==> src/rtl/util_cdc_pkg.sv <==
// ---------------------------------------------------------------------------
// util_cdc_pkg
// Shared definitions for the toggle-handshake clock-domain crossing.
// The transmit side (util_cdc_tx) and the receive side both import this
// package, so the state encoding and defaults stay the same at both ends.
//
// Contents:
//   cdc_state_e                  handshake FSM state encoding
//   CDC_TIMEOUT_CYCLES_DEFAULT   default acknowledge-timeout length
//   CDC_SYNC_STAGES              depth of the toggle synchronizers
// ---------------------------------------------------------------------------
package util_cdc_pkg;

    typedef enum logic [1:0] {
        INIT     = 2'd0,
        IDLE     = 2'd1,
        WAIT_ACK = 2'd2
    } cdc_state_e;

    localparam int unsigned CDC_TIMEOUT_CYCLES_DEFAULT = 1024;
    localparam int unsigned CDC_SYNC_STAGES            = 2;

endpackage : util_cdc_pkg

==> src/rtl/util_sync.sv <==
// ---------------------------------------------------------------------------
// util_sync
// Two-flop synchronizer for signals that are asynchronous to clk_i.
// It is kept as a separate module so the ASYNC_REG attributes on its
// flops can be found and applied by the implementation tools.
//
// Ports:
//   clk_i      in   1      destination-domain clock
//   reset_n_i  in   1      asynchronous active-low reset
//   d          in   WIDTH  asynchronous input
//   q          out  WIDTH  synchronized output (two clk_i edges of latency)
// ---------------------------------------------------------------------------
module util_sync #(
    parameter int WIDTH = 1
) (
    input  logic             clk_i,
    input  logic             reset_n_i,
    input  logic [WIDTH-1:0] d,
    output logic [WIDTH-1:0] q
);

    (* ASYNC_REG = "TRUE" *) logic [WIDTH-1:0] meta_q;
    (* ASYNC_REG = "TRUE" *) logic [WIDTH-1:0] sync_q;

    always_ff @(posedge clk_i or negedge reset_n_i) begin
        if (!reset_n_i) begin
            meta_q <= '0;
            sync_q <= '0;
        end else begin
            // NOTE: non-blocking assignments make sync_q take the pre-edge
            // meta_q, giving a real two-stage pipeline instead of one flop.
            meta_q <= d;
            sync_q <= meta_q;
        end
    end

    assign q = sync_q;

endmodule : util_sync

==> src/rtl/util_cdc_tx.sv <==
// ---------------------------------------------------------------------------
// util_cdc_tx
// Transmit end of a toggle-handshake clock-domain crossing for multi-bit
// words. A word accepted on valid/ready is held on cdc_data_o while
// cdc_req_o toggles; the far end returns a toggled acknowledge, which is
// synchronized back here before the block reopens. One word in flight.
//
// Optional feature (macro UTIL_CDC_TX_TIMEOUT_EN):
//   defined   - a saturating counter times the WAIT_ACK state; timeout_o
//               sets sticky after TIMEOUT_CYCLES waiting cycles, or when an
//               acknowledge toggle arrives while IDLE.
//   undefined - no counter, timeout_o tied low.
//
// Ports:
//   clk_i       in   1      source-domain clock
//   reset_n_i   in   1      asynchronous active-low reset
//   valid_i     in   1      upstream word valid
//   ready_o     out  1      block can accept a word (state == IDLE)
//   data_i      in   WIDTH  upstream word
//   cdc_req_o   out  1      request toggle to far domain (registered)
//   cdc_data_o  out  WIDTH  held word to far domain (registered); needs a
//                           max-delay constraint of one far-domain period
//   cdc_ack_i   in   1      acknowledge toggle from far domain (async)
//   timeout_o   out  1      sticky acknowledge-timeout flag
// ---------------------------------------------------------------------------
module util_cdc_tx
    import util_cdc_pkg::*;
#(
    parameter int WIDTH          = 32,
    parameter int TIMEOUT_CYCLES = CDC_TIMEOUT_CYCLES_DEFAULT
) (
    input  logic             clk_i,
    input  logic             reset_n_i,
    input  logic             valid_i,
    output logic             ready_o,
    input  logic [WIDTH-1:0] data_i,
    output logic             cdc_req_o,
    output logic [WIDTH-1:0] cdc_data_o,
    input  logic             cdc_ack_i,
    output logic             timeout_o
);

    // The synchronizer resets to 0, which is not a real sample of the far
    // end. INIT waits this many edges so the comparison uses flushed data.
    localparam int FLUSH_W = $clog2(CDC_SYNC_STAGES + 1);
    localparam logic [FLUSH_W-1:0] FLUSH_DONE = FLUSH_W'(CDC_SYNC_STAGES);

    cdc_state_e         state_q;
    logic               req_q;
    logic [WIDTH-1:0]   data_q;
    logic [FLUSH_W-1:0] flush_q;
    logic               ack_s;
    logic               ack_match;

    util_sync #(
        .WIDTH (1)
    ) u_ack_sync (
        .clk_i     (clk_i),
        .reset_n_i (reset_n_i),
        .d         (cdc_ack_i),
        .q         (ack_s)
    );

    // Far end has caught up with the last request toggle.
    assign ack_match = (ack_s == req_q);

    always_ff @(posedge clk_i or negedge reset_n_i) begin
        if (!reset_n_i) begin
            state_q <= INIT;
            req_q   <= 1'b0;
            data_q  <= '0;
            flush_q <= '0;
        end else begin
            case (state_q)
                INIT: begin
                    // A far end that was not reset may still report an
                    // old toggle; stay here until it agrees with req_q.
                    if (flush_q != FLUSH_DONE) begin
                        flush_q <= flush_q + 1'b1;
                    end else if (ack_match) begin
                        state_q <= IDLE;
                    end
                end
                IDLE: begin
                    // An ack toggle seen here is a protocol violation and
                    // is deliberately ignored by the handshake.
                    if (valid_i) begin
                        data_q  <= data_i;
                        req_q   <= ~req_q;
                        state_q <= WAIT_ACK;
                    end
                end
                WAIT_ACK: begin
                    if (ack_match) begin
                        state_q <= IDLE;
                    end
                end
                default: begin
                    state_q <= INIT;
                end
            endcase
        end
    end

    assign ready_o    = (state_q == IDLE);
    assign cdc_req_o  = req_q;
    assign cdc_data_o = data_q;

`ifdef UTIL_CDC_TX_TIMEOUT_EN
    localparam int CNT_W = $clog2(TIMEOUT_CYCLES + 1);
    localparam logic [CNT_W-1:0] CNT_MAX  = CNT_W'(TIMEOUT_CYCLES);
    localparam logic [CNT_W-1:0] CNT_LAST = CNT_W'(TIMEOUT_CYCLES - 1);

    logic [CNT_W-1:0] wait_cnt_q;
    logic             timeout_q;

    always_ff @(posedge clk_i or negedge reset_n_i) begin
        if (!reset_n_i) begin
            wait_cnt_q <= '0;
            timeout_q  <= 1'b0;
        end else begin
            if (state_q == IDLE && valid_i) begin
                wait_cnt_q <= '0;
            end else if (state_q == WAIT_ACK && wait_cnt_q != CNT_MAX) begin
                wait_cnt_q <= wait_cnt_q + 1'b1;
            end

            // Sets on the edge where the count reaches TIMEOUT_CYCLES, or
            // on a stray ack toggle while IDLE. Cleared only by reset.
            if ((state_q == WAIT_ACK && wait_cnt_q == CNT_LAST) ||
                (state_q == IDLE && !ack_match)) begin
                timeout_q <= 1'b1;
            end
        end
    end

    assign timeout_o = timeout_q;
`else
    assign timeout_o = 1'b0;
`endif

endmodule : util_cdc_tx
==> config.mk <==
export PLATFORM = sky130hd
export DESIGN_NAME = util_cdc_tx
export DESIGN_NICKNAME = d
export VERILOG_FILES = /design/src/rtl/util_cdc_pkg.sv /design/src/rtl/util_sync.sv /design/src/rtl/util_cdc_tx.sv
export SDC_FILE = /design/constraint.sdc
export NUM_CORES = 1
export LEC_CHECK = 0
export CORE_MARGIN = 2
export CORE_UTILIZATION = 40
export CTS_CLUSTER_SIZE = 10
export DETAILED_ROUTE_END_ITERATION = 16
export PLACE_DENSITY = 0.77
export SETUP_SLACK_MARGIN = 0.1
export SKIP_CTS_REPAIR_TIMING = 1
export SLEW_MARGIN = 20
export SYNTH_ARGS = -nofsm -noshare
export SYNTH_HDL_FRONTEND = slang
export SYNTH_HIERARCHICAL = 1
export SYNTH_SLANG_ARGS = --single-unit
==> constraint.sdc <==
create_clock -name clk_i -period 1.7 [get_ports clk_i]
set_clock_uncertainty 0.1 [all_clocks]
set_input_delay 0.255 -clock clk_i [delete_from_list [all_inputs] [get_ports clk_i]]
set_output_delay 0.255 -clock clk_i [all_outputs]
set_load 0.02 [all_outputs]
Word-level counts from Yosys, hierarchy flattened

Index checks and enable logic that the tools add are counted.

Register bits after elaboration: 39
Latch bits: 0
RAM bits: 0
Bits in read-only memories: 0
Input bits: 36
Output and inout port bits: 35
Logic and storage cells: 22
Memories kept: 0

Add/sub/neg operators: 1
Multipliers: 0
Divide/modulo/power cells: 0
Order comparisons: 0
Eq/ne operators: 6
Shift-type cells: 0
Mux-type cells: 4
Bitwise operators: 1
Reductions and logical operators: 4

Operator list:

| cell                                           | number |
|---|---|
| two-way mux 2 bit                              | 3 |
| != test 2 bit (second input constant)          | 3 |
| one-hot mux 2 bit (3 select lines)             | 1 |
| AND reduction 2 bit                            | 3 |
| adder 2 x 1 -> 2 bit (second input constant)   | 1 |
| == test 2 x 1 -> 1 bit (second input constant) | 1 |
| == test 2 bit (second input constant)          | 1 |
| zero test 2 bit                                | 1 |
| == test 1 bit                                  | 1 |
| inverter 1 bit                                 | 1 |

Depth between registers and ports, before layout

Gate-level depths: netlist of run 1.

Word-level depth: 4
Mapped depth: 4
Gate-level depth less buffers: 4

Cells and area by module

The synthesis of run 1 kept the hierarchy.

Modules (own cells, without submodules):

| module      | instances | cells an instance | area each (µm²) | sequential area each (µm²) |
|---|---|---|---|---|
| util_cdc_tx | 1         | 89                | 1,559.0         | 925.9 |
| util_sync   | 1         | 2                 | 50.0            | 50.0 |

Least setup slack after synthesis of run 1

No wires, ideal clock.

Kind: reg2reg
Start: register state_q[1]
End: register data_q[10], in the netlist cdc_data_o[10]
Library setup time: 125 ps
Data arrival time: 1,039 ps
Data required time: 1,475 ps
Setup slack: 436 ps
Stages on the path, launching flop included: 4
Path buffers: 1
Period minus slack after synthesis: 1,264 ps
Path through: dfrtp_1 > nand3b_4 > buf_6 > mux2_4

Word-level cells in the longest chain between the ends: 2

Ends and longest elaborated chain:

| what                          | RTL line          | text |
|---|---|---|
| start, declared               | util_cdc_tx.sv:48 | `cdc_state_e state_q;` |
| start signal, assigned        | util_cdc_tx.sv:69 | `state_q <= INIT;` |
| start signal, assigned        | util_cdc_tx.sv:81 | `state_q <= IDLE;` |
| start signal, assigned        | util_cdc_tx.sv:90 | `state_q <= WAIT_ACK;` |
| == test 2 x 1 -> 1 bit        | util_cdc_tx.sv:74 | `case (state_q)` |
| AND reduction 2 bit (no line) | --                |  |
| end signal, assigned          | util_cdc_tx.sv:88 | `data_q <= data_i;` |
| end, declared                 | util_cdc_tx.sv:50 | `logic [WIDTH-1:0] data_q;` |

No other way between the ends.
A chain may end at the register's enable or synchronous reset.

Worst setup path in the final report of run 1

Start: register state_q[1]
End: output ready_o

Word-level cells in the longest chain between the ends: 1

Ends and longest elaborated chain:

| what                   | RTL line           | text |
|---|---|---|
| == test 2 x 1 -> 1 bit | util_cdc_tx.sv:105 | `assign ready_o = (state_q == IDLE);` |
| end, declared          | util_cdc_tx.sv:35  | `output logic ready_o,` |

No other way between the ends.

==> impl_metrics.json, run 1 <==
{
  "yosysSeqAreaShare_pct": 60.65,
  "setup.worst_path.class": "reg2out",
  "finalCritPeriodShare_pct": 88.97,
  "worstReg2RegEnd": "cdc_data_o[16]",
  "initial_core_util_pct": 40.81,
  "reg2reg_depth": 4,
  "crit_end": "ready_o",
  "drive_above_1_share_pct": 27.49,
  "syn_inst": 91,
  "cts_sinks": 39,
  "gr-total-overflow": 0,
  "netlist_top_cells_count": "dfrtp_1, mux2_4, buf_6, inv_1, mux2_2",
  "r2r_slack_ns": 0.22,
  "grt_use_met1_pct": 19.52,
  "wl_um": 3447,
  "grtUsageMet3_pct": 4.667,
  "grt_pass1_vias": 1100,
  "final_area_mm2": 0.002594,
  "crit_path_start": "state_q[1]",
  "hpwl_um": 2591,
  "rr_startpoint": "state_q[1]",
  "grt_pass1_wl_um": 5257,
  "grt-busiest-layer": "met2",
  "die_w_um": 67.43,
  "hold_viol_final": 0,
  "clock_path_buffers": 2,
  "ys_top_cells_by_area": "dfrtp_1, mux2_4, buf_6, mux2_2, nand3b_4",
  "ys_ff_latch": 39,
  "cts_root_buf": "clkbuf_8",
  "yosysWarnings": 6,
  "grt_setup_unrepaired": "false",
  "core_region_area_mm2": 0.003943,
  "vdd_drop_max_mv": 0.9146,
  "max_freq_mhz": 661.2,
  "ant_nets": 0,
  "final-setup-viol-count": 0,
  "layout.nets": 207,
  "powerDensity_mw_per_mm2": 1832,
  "drtIter0Drc": 31,
  "dpl_worst_slack_ns": -0.001151,
  "chipHeight_um": 67.43,
  "slew_viol_final": 0,
  "cts_tree": "done",
  "grt_max_degree": 22,
  "cp.arrival_ns": 1.16,
  "n_antenna_cell": 0,
  "synth_top_area_share_pct": 60.65,
  "worstHoldPathType": "reg2reg",
  "syn_to_final_growth_pct": 61.20,
  "path_clk_slew_ns": 0.07,
  "end_kind": "output pin",
  "status": "finished clean",
  "port_buffers": 69,
  "worst_ep_required_time_ns": 1.34,
  "synth_ff_type": "dfrtp_1",
  "drc_errors": 0,
  "via_per_inst": 4.638,
  "synth_edf_count": 0,
  "synthArstFlopShare_pct": 100.0,
  "pin_count": 71,
  "fp.dieArea_mm2": 0.004546,
  "dr.pass1.iters": 4,
  "crit_fanout": 2,
  "cp-start-kind": "flop",
  "num_vias": 1025,
  "fin_crit_ns": 1.512,
  "layout_setup_ws_ns": 0.1876,
  "synth_cell_types": 18,
  "cts_max_level": 2,
  "synth.most_common_cell": "dfrtp_1",
  "syn_avg_cell_area_um2": 17.68,
  "grtUsageMet2_pct": 26.49,
  "synth_nets": 128,
  "gp_congestion": 0.6741,
  "synth_top_cell_by_area": "dfrtp_1",
  "clock_latency_ns": 0.28,
  "cts_buffers": 5,
  "placed_area_mm2": 0.002399,
  "leakagePower_nw": 1.540,
  "antenna_found_initial": 0,
  "num_rows": 23,
  "grt.total_usage_pct": 15.99,
  "routedWlPerCell_um": 15.60,
  "netlist_area_mm2": 0.001609,
  "max_cap_violations": 0
}
==> cell type report <==
cell class,count,area (um^2)
fill,277,1349
sequential,39,975.9
timing repair buffer,76,863.3
multi-input combinational,45,580.6
clock buffer,8,100.1
tap,50,62.56
inverter,3,11.26
==> cells by family (layout without fill, tap and decap cells) <==
| family | after synthesis | count (layout) | synth area share, % |
|---|---|---|---|
| flops | 39 | 39 | 60.65 |
| mux | 33 | 33 | 29.78 |
| buf+inv | 7 | 87 | 3.266 |
| simple gates | 5 | 5 | 2.566 |
| xor+xnor | 3 | 3 | 1.633 |
| compound gates | 2 | 2 | 1.089 |
| fa+ha+maj | 1 | 1 | 0.7775 |
| other cells | 1 | 1 | 0.2331 |
==> stage by stage <==
| stage | instances | utilization [%] | hold WS (ns) | power (mW) | setup TNS [ns] |
|---|---|---|---|---|---|
| after floorplan | 91 | - | -0.1406 | 3.060 | 0 |
| after global placement | 212 | 60.84 | 0.1143 | 4.124 | 0 |
| after detailed placement | 212 | 60.84 | 0.1287 | 4.214 | -0.001151 |
| after CTS | 220 | 63.38 | -0.1850 | 4.900 | -0.1837 |
| after global routing | 221 | 65.79 | 0.2691 | 5.011 | 0 |
| final | 221 | 65.79 | 0.2612 | 4.752 | 0 |
==> sequential cells by signal, indices dropped and copies added, names as in the netlist <==
signal / count
flush_q: 2
cdc_data_o: 32
cdc_req_o: 1
state_q: 2
u_ack_sync/q: 1
u_ack_sync/meta_q: 1
==> critical path, cell delays in order, from the launching register on <==
cell,delay (ns)
dfrtp_1,0.38
nand2b_1,0.17
inv_1,0.10
dlymetal6s2s_1,0.23
==> report_power, final <==
group / switching [mW] / total [mW] / leakage, nW / internal (mW)
logic: 1.06 / 2.47 / 1.02 / 1.41
registers: 0.239 / 1.62 / 0.465 / 1.38
clock network: 0.295 / 0.665 / 0.0515 / 0.370
total: 1.59 / 4.75 / 1.54 / 3.16
==> how the worst min path moves through the flow <==
stage                                to  cells after the start         startpoint  slack, ns
after CTS                 cdc_data_o[0]                      1          reset_n_i      -0.18
after floorplan           cdc_data_o[0]                      0          reset_n_i      -0.14
after global routing       u_ack_sync/q                      0  u_ack_sync/meta_q       0.27
after detailed placement      cdc_req_o                      1          reset_n_i       0.13
final                      u_ack_sync/q                      0  u_ack_sync/meta_q       0.26
after global placement    cdc_data_o[0]                      1          reset_n_i       0.11
==> layer usage <==
metal / wire (um) / up-vias
met2: 1742 / 45
met5: 0 / -
met1: 1432 / 507
met3: 231 / 7
met4: 42 / 0
li1: - / 466
==> cell usage in the layout (no fill, tap or decap) <==
| master | count |
|---|---|
| dlygate4sd3_1 | 1 |
| dlymetal6s2s_1 | 34 |
| ha_1 | 1 |
| xor2_1 | 1 |
| buf_4 | 3 |
| conb_1 | 1 |
| mux2_4 | 29 |
| xnor2_1 | 2 |
| nand2b_1 | 1 |
| inv_1 | 3 |
| clkdlybuf4s50_1 | 34 |
| a22o_1 | 1 |
| o32ai_1 | 1 |
| mux2_2 | 3 |
| nand3b_4 | 1 |
| clkbuf_1 | 1 |
| clkbuf_8 | 7 |
| nor3_1 | 1 |
| nor2b_1 | 1 |
| mux2i_1 | 1 |
| buf_2 | 1 |
| nor2_1 | 1 |
| buf_12 | 3 |
| dfrtp_1 | 39 |
Note: power is estimated with default switching activity, not from simulation.
==> run 2: changes to the inputs <==
Settings changed: CTS_CLUSTER_SIZE 10 to 12.
==> results of run 2 <==
Final layout, timing and power as in run 1 (identical DEF).
==> run 3: changes to the inputs <==
Clock period 1.7 ns to 1.8 ns, I/O delays scaled along.
==> impl_metrics.json, run 3 (synthesis results as in run 1) <==
{
  "powerDensity_mw_per_mm2": 1818,
  "worst-path-stages": 1,
  "clock_latency_ns": 0.28,
  "num_rows": 23,
  "cts_sinks": 39,
  "worstReg2RegEnd": "cdc_data_o[14]",
  "cts_root_buf": "clkbuf_8",
  "final_common_cell": "clkdlybuf4s50_1",
  "setup.worst_path.class": "reg2out",
  "stdcell_count": 218,
  "cp-start-kind": "flop",
  "fin_crit_ns": 1.647,
  "combPwrFrac_pct": 52.2,
  "slowest_delay_ns": 0.62,
  "dpl_worst_slack_ns": 0.08382,
  "largest_reg_flops": 32,
  "wl_um": 3327,
  "multiInputGateArea_um2": 580.6,
  "routedWlPerCell_um": 15.26,
  "initial_core_util_pct": 40.81,
  "hold_viol_final": 0,
  "cts_max_level": 2,
  "reg2reg_depth": 3,
  "register_area_um2": 975.9,
  "ant_nets": 0,
  "p_clk_share_pct": 12.9,
  "max_freq_mhz": 607.1,
  "vdd_drop_max_mv": 0.7604,
  "pin_count": 71,
  "grt_setup_unrepaired": "false",
  "grt_max_degree": 23,
  "gp_congestion": 0.7149,
  "leakagePower_nw": 1.194,
  "crit_family": "buffers and inverters",
  "gr-total-overflow": 0,
  "clock_path_buffers": 2,
  "path_cells": "clkdlybuf4s50_1",
  "grtUsageMet2_pct": 25.50,
  "fillCellCount": 275,
  "grt.total_usage_pct": 15.77,
  "grt_use_met1_pct": 19.52,
  "port_buffers": 69,
  "path_clk_slew_ns": 0.07,
  "max_cap_violations": 0,
  "grt_pass1_vias": 1062,
  "post-route-util_pct": 62.42,
  "drtIter0Drc": 33,
  "net-switching-power_mw": 1.498,
  "cts_buffers": 5,
  "cts_tree": "done",
  "r2r_slack_ns": 0.43,
  "syn_to_final_growth_pct": 52.95,
  "pwr-share-seq_pct": 34.9,
  "end_kind": "output pin",
  "switching_share_pct": 33.49,
  "slew_viol_final": 0,
  "grtUsageMet3_pct": 5.833,
  "worst_ep_required_time_ns": 1.43,
  "n_antenna_cell": 0,
  "fp.dieArea_mm2": 0.004546,
  "finalCritPeriodShare_pct": 91.51,
  "antenna_found_initial": 0,
  "num_vias": 993,
  "mostFrequentLayoutCells": "clkdlybuf4s50_1, dfrtp_1, mux2_4",
  "die_w_um": 67.43,
  "post-place-cells": 210,
  "crit_buf_inv": 1,
  "crit_end": "cdc_data_o[5]",
  "intPower_mw": 2.975,
  "grt-busiest-layer": "met2",
  "cp.arrival_ns": 1.28,
  "slowest_stage": "clkdlybuf4s50_1",
  "hpwl_um": 2489,
  "dr.pass1.iters": 3,
  "grt_pass1_wl_um": 5126,
  "layout_setup_ws_ns": 0.1528,
  "core_region_area_mm2": 0.003943,
  "status": "finished clean",
  "final-setup-viol-count": 0,
  "worstHoldPathType": "reg2reg",
  "chipHeight_um": 67.43,
  "crit_path_start": "cdc_data_o[5]",
  "drc_errors": 0,
  "rr_startpoint": "state_q[1]",
  "finalPower_mw": 4.473,
  "crit_fanout": 2,
  "via_per_inst": 4.555,
  "drive_above_1_share_pct": 26.79,
  "layout.nets": 205
}
[run 3: changes by cell type in the layout (fill, tap and decap cells not counted)]
cell	before	now
dlymetal6s2s_1	34	2
clkbuf_1	1	0
clkbuf_8	7	6
clkdlybuf4s50_1	34	66
buf_12	3	1
clkinv_2	0	1
[run 3: through the flow]
| step | instance area (um^2) | hold WS, ns | setup TNS [ns] |
|---|---|---|---|
| 6_report | 2461 | 0.2575 | 0 |
| 2_1_floorplan | 1609 | -0.1256 | 0 |
| 3_3_place_gp | 2359 | 0.1439 | 0 |
| 3_5_place_dp | 2359 | 0.1499 | 0 |
| 4_1_cts | 2446 | -0.1634 | -0.1581 |
| 5_1_grt | 2461 | 0.2772 | 0 |
[run 3: final cells by class]
type | count | area share [%]
clock buffers | 6 | 3.355
clock inverters | 1 | 0.2034
inverters | 3 | 0.4575
multi-input cells | 45 | 23.59
flip-flops and latches | 39 | 39.65
well taps | 50 | 2.542
repair buffers | 74 | 30.20
[run 3: worst min path at each step]
stage                            startpoint              to  cells past startpoint
final                     u_ack_sync/meta_q    u_ack_sync/q                      0
after global routing      u_ack_sync/meta_q    u_ack_sync/q                      0
after CTS                         reset_n_i   cdc_data_o[0]                      1
after detailed placement          reset_n_i  cdc_data_o[20]                      1
after global placement            reset_n_i  cdc_data_o[20]                      1
after floorplan                   reset_n_i   cdc_data_o[0]                      0
[run 3: power by group through the flow]
stage / sequential [mW] / combinational, mW / clock [mW]
global route: 1.61 / 2.48 / 0.640
finish: 1.56 / 2.33 / 0.578
global placement: 1.55 / 2.30 / 0
CTS: 1.56 / 2.37 / 0.601
detailed placement: 1.57 / 2.36 / 0
floorplan: 2.01 / 0.876 / 0
[run 3: metal layers]
layer / vias up / share of wire [%]
met1: 484 / 42
met4: 0 / 1.3
met3: 5 / 8.3
met5: - / 0
met2: 46 / 49
li1: 458 / -
